--- config.mk ---
export PLATFORM = sky130hd
export DESIGN_NAME = imem_arbiter
export DESIGN_NICKNAME = d
export VERILOG_FILES = /design/src/rtl/imem_arbiter.sv
export SDC_FILE = /design/constraint.sdc
export NUM_CORES = 1
export LEC_CHECK = 0
export ABC_AREA = 1
export BUFFER_PORTS_ARGS = -buffer_cell sky130_fd_sc_hd__buf_4
export CORE_ASPECT_RATIO = 0.5
export CORE_MARGIN = 2
export CORE_UTILIZATION = 37
export DETAILED_ROUTE_END_ITERATION = 8
export HOLD_SLACK_MARGIN = 0.03
export PLACE_DENSITY = 0.84
export SYNTH_ARGS = -nofsm -noshare
export SYNTH_HDL_FRONTEND = slang
export SYNTH_SLANG_ARGS = --single-unit
--- constraint.sdc ---
create_clock -name clk -period 1.2 [get_ports clk]
set_input_delay 0.06 -clock clk [delete_from_list [all_inputs] [get_ports clk]]
set_output_delay 0.06 -clock clk [all_outputs]
set_load 0.02 [all_outputs]
--- src/rtl/imem_arbiter.sv ---
// Two-port round-robin arbiter in front of a combinational instruction ROM.
// One read accepted per cycle; the returned word is held until its port consumes it.
module imem_arbiter #(
  parameter int unsigned N  = 32,
  parameter int unsigned AW = 6
) (
  input  logic          clk,
  input  logic          reset,
  input  logic          req0_valid,
  input  logic [AW-1:0] req0_addr,
  output logic          req0_ready,
  output logic          rsp0_valid,
  output logic [N-1:0]  rsp0_data,
  input  logic          rsp0_ready,
  input  logic          req1_valid,
  input  logic [AW-1:0] req1_addr,
  output logic          req1_ready,
  output logic          rsp1_valid,
  output logic [N-1:0]  rsp1_data,
  input  logic          rsp1_ready,
  output logic [AW-1:0] mem_addr,
  input  logic [N-1:0]  mem_q
);

  typedef enum logic {S_IDLE = 1'b0, S_HOLD = 1'b1} state_e;

  state_e       state_q, state_d;
  logic         owner_q, owner_d;
  logic [N-1:0] rsp_data_q, rsp_data_d;
  logic         last_grant_q, last_grant_d;

  logic sel;
  logic consume;
  logic free;
  logic accept;

  // State register; last_grant resets to 1 so port 0 wins the first tie.
  always_ff @(posedge clk or negedge reset) begin
    if (!reset) begin
      state_q      <= S_IDLE;
      owner_q      <= 1'b0;
      rsp_data_q   <= '0;
      last_grant_q <= 1'b1;
    end else begin
      state_q      <= state_d;
      owner_q      <= owner_d;
      rsp_data_q   <= rsp_data_d;
      last_grant_q <= last_grant_d;
    end
  end

  // Arbitration: a slot being consumed this cycle can be refilled this cycle.
  always_comb begin
    consume = (state_q == S_HOLD) && (owner_q ? rsp1_ready : rsp0_ready);
    free    = (state_q == S_IDLE) || consume;
    if (req0_valid && req1_valid) begin
      sel = !last_grant_q;
    end else if (req1_valid) begin
      sel = 1'b1;
    end else begin
      sel = 1'b0;
    end
    req0_ready = free && req0_valid && !sel;
    req1_ready = free && req1_valid && sel;
    accept     = req0_ready || req1_ready;
    mem_addr   = sel ? req1_addr : req0_addr;
  end

  // Next-state logic.
  always_comb begin
    state_d      = state_q;
    owner_d      = owner_q;
    rsp_data_d   = rsp_data_q;
    last_grant_d = last_grant_q;
    if (accept) begin
      state_d      = S_HOLD;
      owner_d      = sel;
      rsp_data_d   = mem_q;
      last_grant_d = sel;
    end else if (consume) begin
      state_d = S_IDLE;
    end
  end

  // Response outputs decoded from the held slot.
  always_comb begin
    rsp0_valid = (state_q == S_HOLD) && !owner_q;
    rsp1_valid = (state_q == S_HOLD) && owner_q;
    rsp0_data  = rsp_data_q;
    rsp1_data  = rsp_data_q;
  end

endmodule

==> impl_metrics.csv, run 1 <==
group,metric,value,unit
yosys,synth_xor_area_frac,0,
power_and_ir_drop,internal_power,4880,uW
worst_setup_path,critical_path_arrival,1730,ps
place,gp_congestion,0.761,
worst_hold_path,hold_path_class,"input port to flop",
floorplan,row_count,17,
worst_setup_path,critPathBufInv,3,
timing,worst_pin_slew,448,ps
place,dp_hpwl,3600,um
power_and_ir_drop,total_power,9510,uW
clock_tree,cts_sinks,35,
global_route,grt_util_met1,0.281,
detailed_routing,drc,0,
worst_setup_path,crit_type,"flop to flop",
floorplan,ioPinCount,124,
yosys,muxShareOfSynthArea,0,
worst_setup_path,cpMostUsedCell,"nand2_1",
worst_setup_path,path_cells,"inv_2 -> a21boi_2 -> nand2_2 -> buf_6 -> nand2_8 -> clkbuf_16 -> nand2_1 -> nand2_1",
worst_setup_path,cp_slowest_cell,"dfstp_2",
global_route,grt_use_met2,0.462,
floorplan,die_w,101,um
floorplan,die_h,52.4,um
finish,antenna_cells,0,
floorplan,core-area,4450,um^2
yosys,mappedNetlistArea,1740,um^2
clock_tree,cts_tree,"built",
outcome,status,"complete, but fails checks",
global_route,grt_pass1_vias,2014,
place,dpl_worst_slack,-98.8,ps
worst_setup_path,cp-endpoint,"rsp0_data[14]",
timing,min_period_over_period,1.26,
yosys,netlist_instances,209,
power_and_ir_drop,p_seq_frac,0.255,
timing,min_period,1510,ps
worst_setup_path,reg2reg_slack,-310,ps
finish,nets,400,
power_and_ir_drop,p_per_area,2890,nW/um^2
worst_setup_path,slowest_delay,580,ps
timing,finalSetupTns,-9880,ps
power_and_ir_drop,power_frac_comb,0.650,
clock_tree,path_clk_slew,70,ps
clock_tree,cts_buffers,5,
yosys,ys_seq_area_frac,0.505,
detailed_routing,routed_wirelength,7760,um
timing,fmax,663,MHz
detailed_routing,drtPass1Iterations,4,
global_route,busiest_layer,"met2",
worst_setup_path,worstPathRequired,1420,ps
finish,final_layout_size_suffix_gt1_frac,0.577,
timing,clock_skew,6.32,ps
global_route,grt.overflow.total,0,
floorplan,start_util,0.390,
yosys,synth.ff_latch_count,35,
timing,setup_ws,-307,ps
detailed_routing,wl_per_cell,19.1,um
worst_hold_path,hold_depth,4,
power_and_ir_drop,leakagePower,0.00181,uW
timing,rsz0062_at_grt,"true",
clock_tree,cts.path.max_buffers,2,
yosys,synth-compound-area-share,0.0245,
timing,holdWs,129,ps
clock_tree,root_buffer,"clkbuf_8",
yosys,synth_fp_nets,259,
worst_setup_path,timing.rr.end,"rsp0_data[14]",
global_route,antenna_found_initial,0,
clock_tree,worstSkewPairLatency,290,ps
worst_setup_path,start_kind,"flop",
worst_setup_path,cp_num_cells,8,
yosys,synthAdderAreaFrac,0,
global_route,grt_use_total,0.252,
worst_setup_path,r2r_start,"last_grant_q",
floorplan,fp.dieArea,5290,um^2
yosys,post_synth_and_or_nand_nor_area_fraction,0.275,
worst_setup_path,reg2regPathDepth,8,
detailed_routing,vias,2036,
yosys,synth_warnings,0,
detailed_routing,antenna_left,0,
timing,hold_viol,0,
worst_setup_path,end_kind,"flop",
worst_setup_path,critical-path-top-delay-family,"flip-flops",
power_and_ir_drop,pwr-share-clk,0.095,
timing,final_max_slew_viol_count,0,
power_and_ir_drop,p_sw_frac,0.487,
clock_tree,cts-htree-levels,2,
outcome,violations,"setup timing",
worst_setup_path,startpoint,"last_grant_q",
yosys,avgSynthCellArea,8.30,um^2
worst_setup_path,crit_path_max_fanout,7,
power_and_ir_drop,switchingPower,4630,uW
timing,slew_headroom,0.702,
place,port_buffers,123,
finish,area_delta_synth_final,89.3,%
yosys,synth_top_family_by_area,"simple AND/OR/NAND/NOR gates",
run,maxCapViolations,0,
detailed_routing,drt_iter0_markers,135,
timing,finalSetupViolations,45,
global_route,grt_util_met3,0.0467,
yosys,synth.distinct_cells,15,
global_route,grt_max_degree,36,
detailed_routing,avgViaCountPerCell,5.00,
global_route,grt_pass1_wl,9980,um
power_and_ir_drop,ir_drop,1.34,mV
[kinds of logic (layout without fill, tap and decap cells)]
| group | Yosys count | in the layout |
|---|---|---|
| AND/OR/NAND/NOR | 123 | 123 |
| buffers and inverters | 46 | 187 |
| flip-flops | 35 | 35 |
| AO/OA/AOI/OAI | 5 | 5 |
[cell usage after synthesis]
cell      count  area (um^2)
buf_4        32          240
nand2_1     119          447
a21oi_1       2         10.0
inv_1         7         26.3
a21oi_4       1         16.3
nand2_2       1         6.26
a21boi_0      1         7.51
buf_6         6         67.6
nor2_1        1         3.75
dfstp_2       1         26.3
dfrtp_1      34          851
nand2_4       1         11.3
inv_2         1         3.75
nand3_2       1         10.0
o21ai_2       1         8.76
[power by group through the flow]
stage	logic (uW)	registers (uW)	clock network, uW
after floorplan	2680	2850	0
after global placement	4720	2260	0
after detailed placement	4830	2290	0
after CTS	5230	2280	855
after global routing	6410	2460	946
final	6180	2430	902
[repair_timing]
item / in CTS / in global routing
buffers inserted: 4 / 3
endpoints found under the setup margin: 41 / 45
gates resized for setup: 25 / 55
gates cloned: 1 / 2
endpoints found under the hold margin: 66 / 0
pin swaps: 6 / 20
hold buffers: 33 / 0
[cell type report]
type | instances | area, um^2
Timing Repair Buffer | 172 | 1510
Fill cell | 254 | 1160
Sequential cell | 35 | 877
Multi-Input combinational cell | 128 | 707
Clock buffer | 6 | 82.6
Tap cell | 57 | 71.3
Inverter | 8 | 32.5
Clock inverter | 1 | 5.00
[layout by cell type, fill, tap and decap left out, drive strengths merged]
master,synthesis,routed
a21boi,1,1
inv,8,8
dlygate4sd3,0,33
dfrtp,34,34
dfstp,1,1
nand3,1,1
o21ai,1,1
clkinv,0,1
buf,38,137
nor2,1,1
a21oi,3,3
clkbuf,0,8
nand2,121,121
[state kept, by name, indices dropped and copies added, names as in the netlist]
| signal | cells |
|---|---|
| owner_q | 1 |
| rsp0_data | 32 |
| state_q | 1 |
| last_grant_q | 1 |
[worst min path at each step]
stage | startpoint | end | slack, ps
2_1_floorplan | reset | owner_q | -240
3_3_place_gp | reset | rsp0_data[13] | 30
3_5_place_dp | reset | rsp0_data[13] | 30
4_1_cts | rsp0_ready | state_q | 120
5_1_grt | rsp0_ready | state_q | 140
6_report | rsp0_ready | state_q | 130
[through the flow]
step	area, um^2	instances	utilization
2_1_floorplan	1740	209	-
4_1_cts	3040	402	0.684
3_3_place_gp	2490	357	0.561
3_5_place_dp	2490	357	0.561
6_report	3290	407	0.739
5_1_grt	3290	407	0.739
[worst min-delay path, cell delays in order]
cell and delay [ps]:
buf_4 80, nand2_2 70, nand3_4 100, nand2_1 70
[per-layer routing]
layer | share of wire | wire [um]
met1 | 0.39 | 3020
met2 | 0.52 | 4000
met3 | 0.063 | 486
met4 | 0.033 | 257
met5 | 0 | 0
Note: power is estimated with default switching activity, not from simulation.
==> inputs of run 2 (changes only) <==
==> constraint.sdc (replaced) <==
create_clock -name clk -period 1.36 [get_ports clk]
set_input_delay 0.068 -clock clk [delete_from_list [all_inputs] [get_ports clk]]
set_output_delay 0.068 -clock clk [all_outputs]
set_load 0.02 [all_outputs]
==> run 2 against run 1 <==
  * The run still ends with setup timing left
  * Worst hold slack better by 33 ps
  * Register-to-register slack improved by 240 ps
  * Combinational power down 25%
  * Critical endpoint is now req0_ready
  * Highest routed layer unchanged
==> impl_metrics.csv, run 2 (same netlist as run 1, synthesis figures left out) <==
group,metric,value,unit
clock_tree,cts.path.max_buffers,2,
finish,area_delta_synth_final,75.6,%
timing,setup_ws,-159,ps
global_route,grt_pass1_wl,9810,um
clock_tree,cts-htree-levels,2,
power_and_ir_drop,p_seq_frac,0.270,
worst_hold_path,hold_depth,4,
finish,finalNonFillerCells,398,
worst_setup_path,critical_path_arrival,1450,ps
detailed_routing,vias,1993,
run,maxCapViolations,0,
detailed_routing,drtPass1Iterations,5,
timing,slew_headroom,0.705,
floorplan,core-area,4450,um^2
worst_setup_path,crit_path_max_fanout,2,
place,dpl_cell_area,2450,um^2
place,gp_congestion,0.776,
timing,finalSetupViolations,35,
timing,rsz0062_at_grt,"true",
global_route,grt.overflow.total,0,
detailed_routing,wl_per_cell,17.1,um
power_and_ir_drop,switchingPower,3660,uW
worst_setup_path,end_kind,"output pin",
detailed_routing,drc,0,
outcome,violations,"setup timing",
global_route,grt_max_degree,36,
finish,antenna_cells,0,
power_and_ir_drop,ir_drop,1.07,mV
finish,nets,390,
worst_setup_path,crit_type,"flop to output pin",
power_and_ir_drop,pwr-share-clk,0.128,
finish,final_cell_area,3050,um^2
floorplan,fp.dieArea,5290,um^2
clock_tree,root_buffer,"clkbuf_8",
worst_hold_path,hold_path_class,"input port to flop",
finish,largest_reg_flops,32,
detailed_routing,antenna_left,0,
finish,final_cell_mix,"buf_4 (118), nand2_1 (102), dlygate4sd3_1 (33), dfrtp_1 (33), nand2_2 (15)",
power_and_ir_drop,leakagePower,0.00170,uW
place,placed_cells,353,
finish,layout_commonest_cell,"buf_4",
clock_tree,cts_buffers,5,
floorplan,die_w,101,um
timing,min_period,1520,ps
power_and_ir_drop,internal_power,4030,uW
timing,finalSetupTns,-1270,ps
floorplan,die_h,52.4,um
place,port_buffers,123,
place,dp_hpwl,3550,um
finish,final.fill_count,286,
global_route,antenna_found_initial,0,
timing,clock_skew,3.75,ps
global_route,grt_use_total,0.246,
timing,worst_pin_slew,442,ps
timing,holdWs,162,ps
clock_tree,cts_sinks,35,
power_and_ir_drop,p_sw_frac,0.476,
outcome,status,"complete, but fails checks",
place,dpl_worst_slack,-68.9,ps
power_and_ir_drop,power_frac_comb,0.602,
detailed_routing,routed_wirelength,6800,um
power_and_ir_drop,p_per_area,2520,nW/um^2
worst_setup_path,worstPathRequired,1290,ps
timing,min_period_over_period,1.12,
floorplan,ioPinCount,124,
finish,final_layout_size_suffix_gt1_frac,0.490,
timing,final_max_slew_viol_count,0,
worst_setup_path,reg2regPathDepth,6,
detailed_routing,drt_iter0_markers,89,
detailed_routing,avgViaCountPerCell,5.01,
clock_tree,path_clk_slew,70,ps
floorplan,row_count,17,
floorplan,start_util,0.390,
global_route,grt_pass1_vias,1954,
worst_setup_path,start_kind,"flop",
timing,fmax,658,MHz
clock_tree,cts_tree,"built",
timing,hold_viol,0,
clock_tree,worstSkewPairLatency,290,ps
==> run 2: cell count changes in the layout (fill, tap and decap cells not counted), moves of 2 or more <==
| cell | delta |
|---|---|
| nand2_2 | -18 |
| clkbuf_16 | -2 |
| nand2_4 | -7 |
| buf_6 | -5 |
| nand2_1 | +25 |
==> run 2: final cells by class <==
class / count / area [um^2] / area share
repair buffers: 162 / 1350 / 0.443
flip-flops and latches: 35 / 878 / 0.288
multi-input cells: 128 / 598 / 0.196
clock buffers: 6 / 82.6 / 0.0271
well taps: 57 / 71.3 / 0.0234
clock inverters: 2 / 35.0 / 0.0115
inverters: 8 / 32.5 / 0.0107
==> run 2: routing by layer <==
metal,up-vias,GRT usage,part of all wire
li1,851,-,-
met1,981,0.267,0.36
met2,121,0.461,0.54
met3,40,0.0453,0.049
met4,0,0.144,0.055
met5,-,0,0
==> run 2: worst paths after layout <==
check                              start       endpoint  slack (ps)
max                         last_grant_q     req0_ready        -160
min                           rsp1_ready        state_q         160
max reg2reg                 last_grant_q   rsp0_data[7]         -70
min reg2reg                rsp0_data[24]  rsp0_data[24]         520
max in group asynchronous          reset   last_grant_q         760
min in group asynchronous          reset  rsp0_data[14]         260
==> run 2: repair_timing <==
action,CTS,global route
endpoints found under the hold margin,66,0
endpoints found under the setup margin,40,42
hold buffers,33,0
setup buffers,4,0
gates resized for setup,26,14
pin swaps,8,5
==> run 2: power by group through the flow <==
stage / registers [uW] / logic [uW] / clock network (uW)
after floorplan: 2510 / 2370 / 0
after global placement: 2010 / 4030 / 0
after detailed placement: 2020 / 4130 / 0
after CTS: 2030 / 4370 / 973
after global routing: 2130 / 4840 / 1020
final: 2080 / 4630 / 987
==> run 2: critical path, cell delays in order (launching register included) <==
cell	delay (ps)
dfstp_2	580
inv_2	50
a21boi_2	220
nand2_4	110
inv_2	80
buf_6	120
==> run 2: stage by stage <==
stage	power (uW)	utilization
floorplan	4880	-
global placement	6030	0.551
detailed placement	6160	0.551
CTS	7360	0.674
global route	7990	0.685
finish	7690	0.685
==> inputs of run 3 (changes only) <==
--- a/config.mk
+++ b/config.mk
@@ -13,6 +13,7 @@
 export DETAILED_ROUTE_END_ITERATION = 8
 export HOLD_SLACK_MARGIN = 0.03
 export PLACE_DENSITY = 0.84
+export SETUP_SLACK_MARGIN = 0.2
 export SYNTH_ARGS = -nofsm -noshare
 export SYNTH_HDL_FRONTEND = slang
 export SYNTH_SLANG_ARGS = --single-unit
==> run 3 against run 2 <==
  * The flow still finishes with violations (setup timing)
  * Power up 14%
  * Worst hold slack better by 88 ps
  * Sequential power up 9.6%
  * Flip-flop and latch count unchanged
  * Cell count up 2.3%
  * Count of clock-buffer cells in the layout unchanged
  * Non-clock buffer count up 9
  * Worst setup slack worse by 52 ps
  * Register-to-register slack worse by 140 ps
  * Largest power group unchanged
==> impl_metrics.csv, run 3 (same netlist as run 1, synthesis figures left out) <==
group,metric,value,unit
floorplan,ioPinCount,124,
finish,largest_reg_flops,32,
finish,antenna_cells,0,
floorplan,fp.dieArea,5290,um^2
global_route,grt_max_degree,36,
detailed_routing,antenna_left,0,
detailed_routing,routed_wirelength,8420,um
place,port_buffers,123,
timing,min_period,1570,ps
detailed_routing,drc,0,
clock_tree,cts-htree-levels,2,
place,dpl_cell_area,2480,um^2
clock_tree,cts.path.max_buffers,2,
timing,slew_headroom,0.693,
timing,rsz0062_at_grt,"true",
finish,layout_commonest_cell,"buf_4",
detailed_routing,drtPass1Iterations,5,
finish,final_core_util,0.759,
place,gp_congestion,0.761,
clock_tree,root_buffer,"clkbuf_8",
floorplan,core-area,4450,um^2
worst_setup_path,slowest_delay,450,ps
global_route,grt.overflow.total,0,
worst_setup_path,end_kind,"flop",
worst_setup_path,critPathBufInv,4,
global_route,grt_util_met3,0.0720,
power_and_ir_drop,switchingPower,4390,uW
clock_tree,worstSkewPairLatency,300,ps
place,dp_hpwl,3590,um
run,maxCapViolations,0,
power_and_ir_drop,pwr-share-clk,0.088,
worst_setup_path,start_kind,"flop",
global_route,grt_pass1_wl,9600,um
worst_setup_path,crit_path_max_fanout,8,
clock_tree,cts_buffers,5,
power_and_ir_drop,p_per_area,2590,nW/um^2
timing,finalSetupViolations,43,
place,dpl_worst_slack,11.8,ps
global_route,grt_use_total,0.248,
floorplan,row_count,17,
worst_hold_path,hold_path_class,"input port to flop",
floorplan,die_w,101,um
timing,min_period_over_period,1.16,
floorplan,start_util,0.390,
power_and_ir_drop,ir_drop,1.00,mV
outcome,status,"complete, but fails checks",
timing,hold_viol,0,
worst_setup_path,critical_path_arrival,1800,ps
clock_tree,cts_sinks,35,
worst_setup_path,cp_slowest_cell,"dfrtp_1",
timing,final_max_slew_viol_count,0,
timing,fmax,636,MHz
finish,final_cell_mix,"buf_4 (117), nand2_1 (58), nand2_2 (45)",
finish,final-seq-area,877,um^2
clock_tree,path_clk_slew,70,ps
outcome,violations,"setup timing",
global_route,grt_util_met1,0.251,
power_and_ir_drop,power_frac_comb,0.652,
finish,final_layout_size_suffix_gt1_frac,0.626,
detailed_routing,wl_per_cell,20.7,um
global_route,antenna_found_initial,0,
detailed_routing,avgViaCountPerCell,5.27,
global_route,grt_use_met2,0.454,
global_route,busiest_layer,"met2",
worst_setup_path,critical-path-top-delay-family,"buffers and inverters",
power_and_ir_drop,internal_power,4360,uW
power_and_ir_drop,p_sw_frac,0.502,
floorplan,die_h,52.4,um
finish,nets,399,
worst_setup_path,path_cells,"inv_2 -> nand2_2 -> nand3_4 -> buf_4 -> o21ai_4 -> buf_12 -> buf_12 -> nand2_1 -> nand2_1",
finish,multi_input_area,790,um^2
power_and_ir_drop,p_seq_frac,0.261,
detailed_routing,vias,2143,
clock_tree,cts_tree,"built",
worst_setup_path,crit_type,"flop to flop",
detailed_routing,drt_iter0_markers,183,
timing,worst_pin_slew,461,ps
timing,clock_skew,5.01,ps
timing,setup_ws,-211,ps
power_and_ir_drop,leakagePower,0.00185,uW
finish,final_cell_area,3370,um^2
finish,area_delta_synth_final,94.3,%
finish,final.fill_count,209,
worst_setup_path,worstPathRequired,1590,ps
global_route,grt_pass1_vias,1964,
run 3: metrics by stage:
stage	setup TNS (ps)	power, uW	hold slack, ps	instances
2_1_floorplan	0	4900	-228	209
3_3_place_gp	0	6130	36.6	354
3_5_place_dp	0	6250	41.3	354
4_1_cts	-127	7190	172	399
5_1_grt	-6980	9000	255	407
6_report	-5860	8750	250	407
run 3: worst paths after layout:
kind                            endpoint  cells after the start           from  slack, ps
max                         rsp0_data[2]                      9        owner_q       -210
min                         last_grant_q                      4     req0_valid        250
max reg2reg                 rsp0_data[2]                      9        owner_q       -210
min reg2reg                rsp0_data[24]                      2  rsp0_data[24]        530
max in group asynchronous   last_grant_q                      2          reset        750
min in group asynchronous   rsp0_data[3]                      2          reset        270
run 3: cell type report:
| type | instances | share of cell area |
|---|---|---|
| Clock inverter | 2 | 0.00371 |
| Timing Repair Buffer | 171 | 0.450 |
| Tap cell | 57 | 0.0212 |
| Clock buffer | 6 | 0.0215 |
| Multi-Input combinational cell | 128 | 0.234 |
| Sequential cell | 35 | 0.260 |
| Inverter | 8 | 0.00965 |
run 3: power groups by stage:
| stage | combinational, uW | clock [uW] | sequential, uW |
|---|---|---|---|
| 2_1_floorplan | 2380 | 0 | 2520 |
| 3_3_place_gp | 4120 | 0 | 2010 |
| 3_5_place_dp | 4220 | 0 | 2040 |
| 4_1_cts | 4430 | 741 | 2020 |
| 5_1_grt | 5880 | 800 | 2320 |
| 6_report | 5700 | 766 | 2280 |
run 3: timing repair:
action                                  CTS  global route
hold buffers                             33             0
gates cloned                              0             4
buffers inserted                          4             4
endpoints found under the hold margin    66             0
gates resized for setup                  21            80
endpoints found under the setup margin   41            43
pin swaps                                 8            30
run 3: worst register-to-register path, delay by kind of cell, from the launching register on:
kind,cells,cell delay [ps]
DFF,1,450
buffers and inverters,4,590
AOI/OAI and AO/OA,1,90
and+or+nand+nor,4,390
run 3: metal layers:
metal  vias up  share of wire
met2       141           0.51
met3        38          0.066
met1      1089           0.38
li1        875              -
met5         -              0
met4         0          0.044
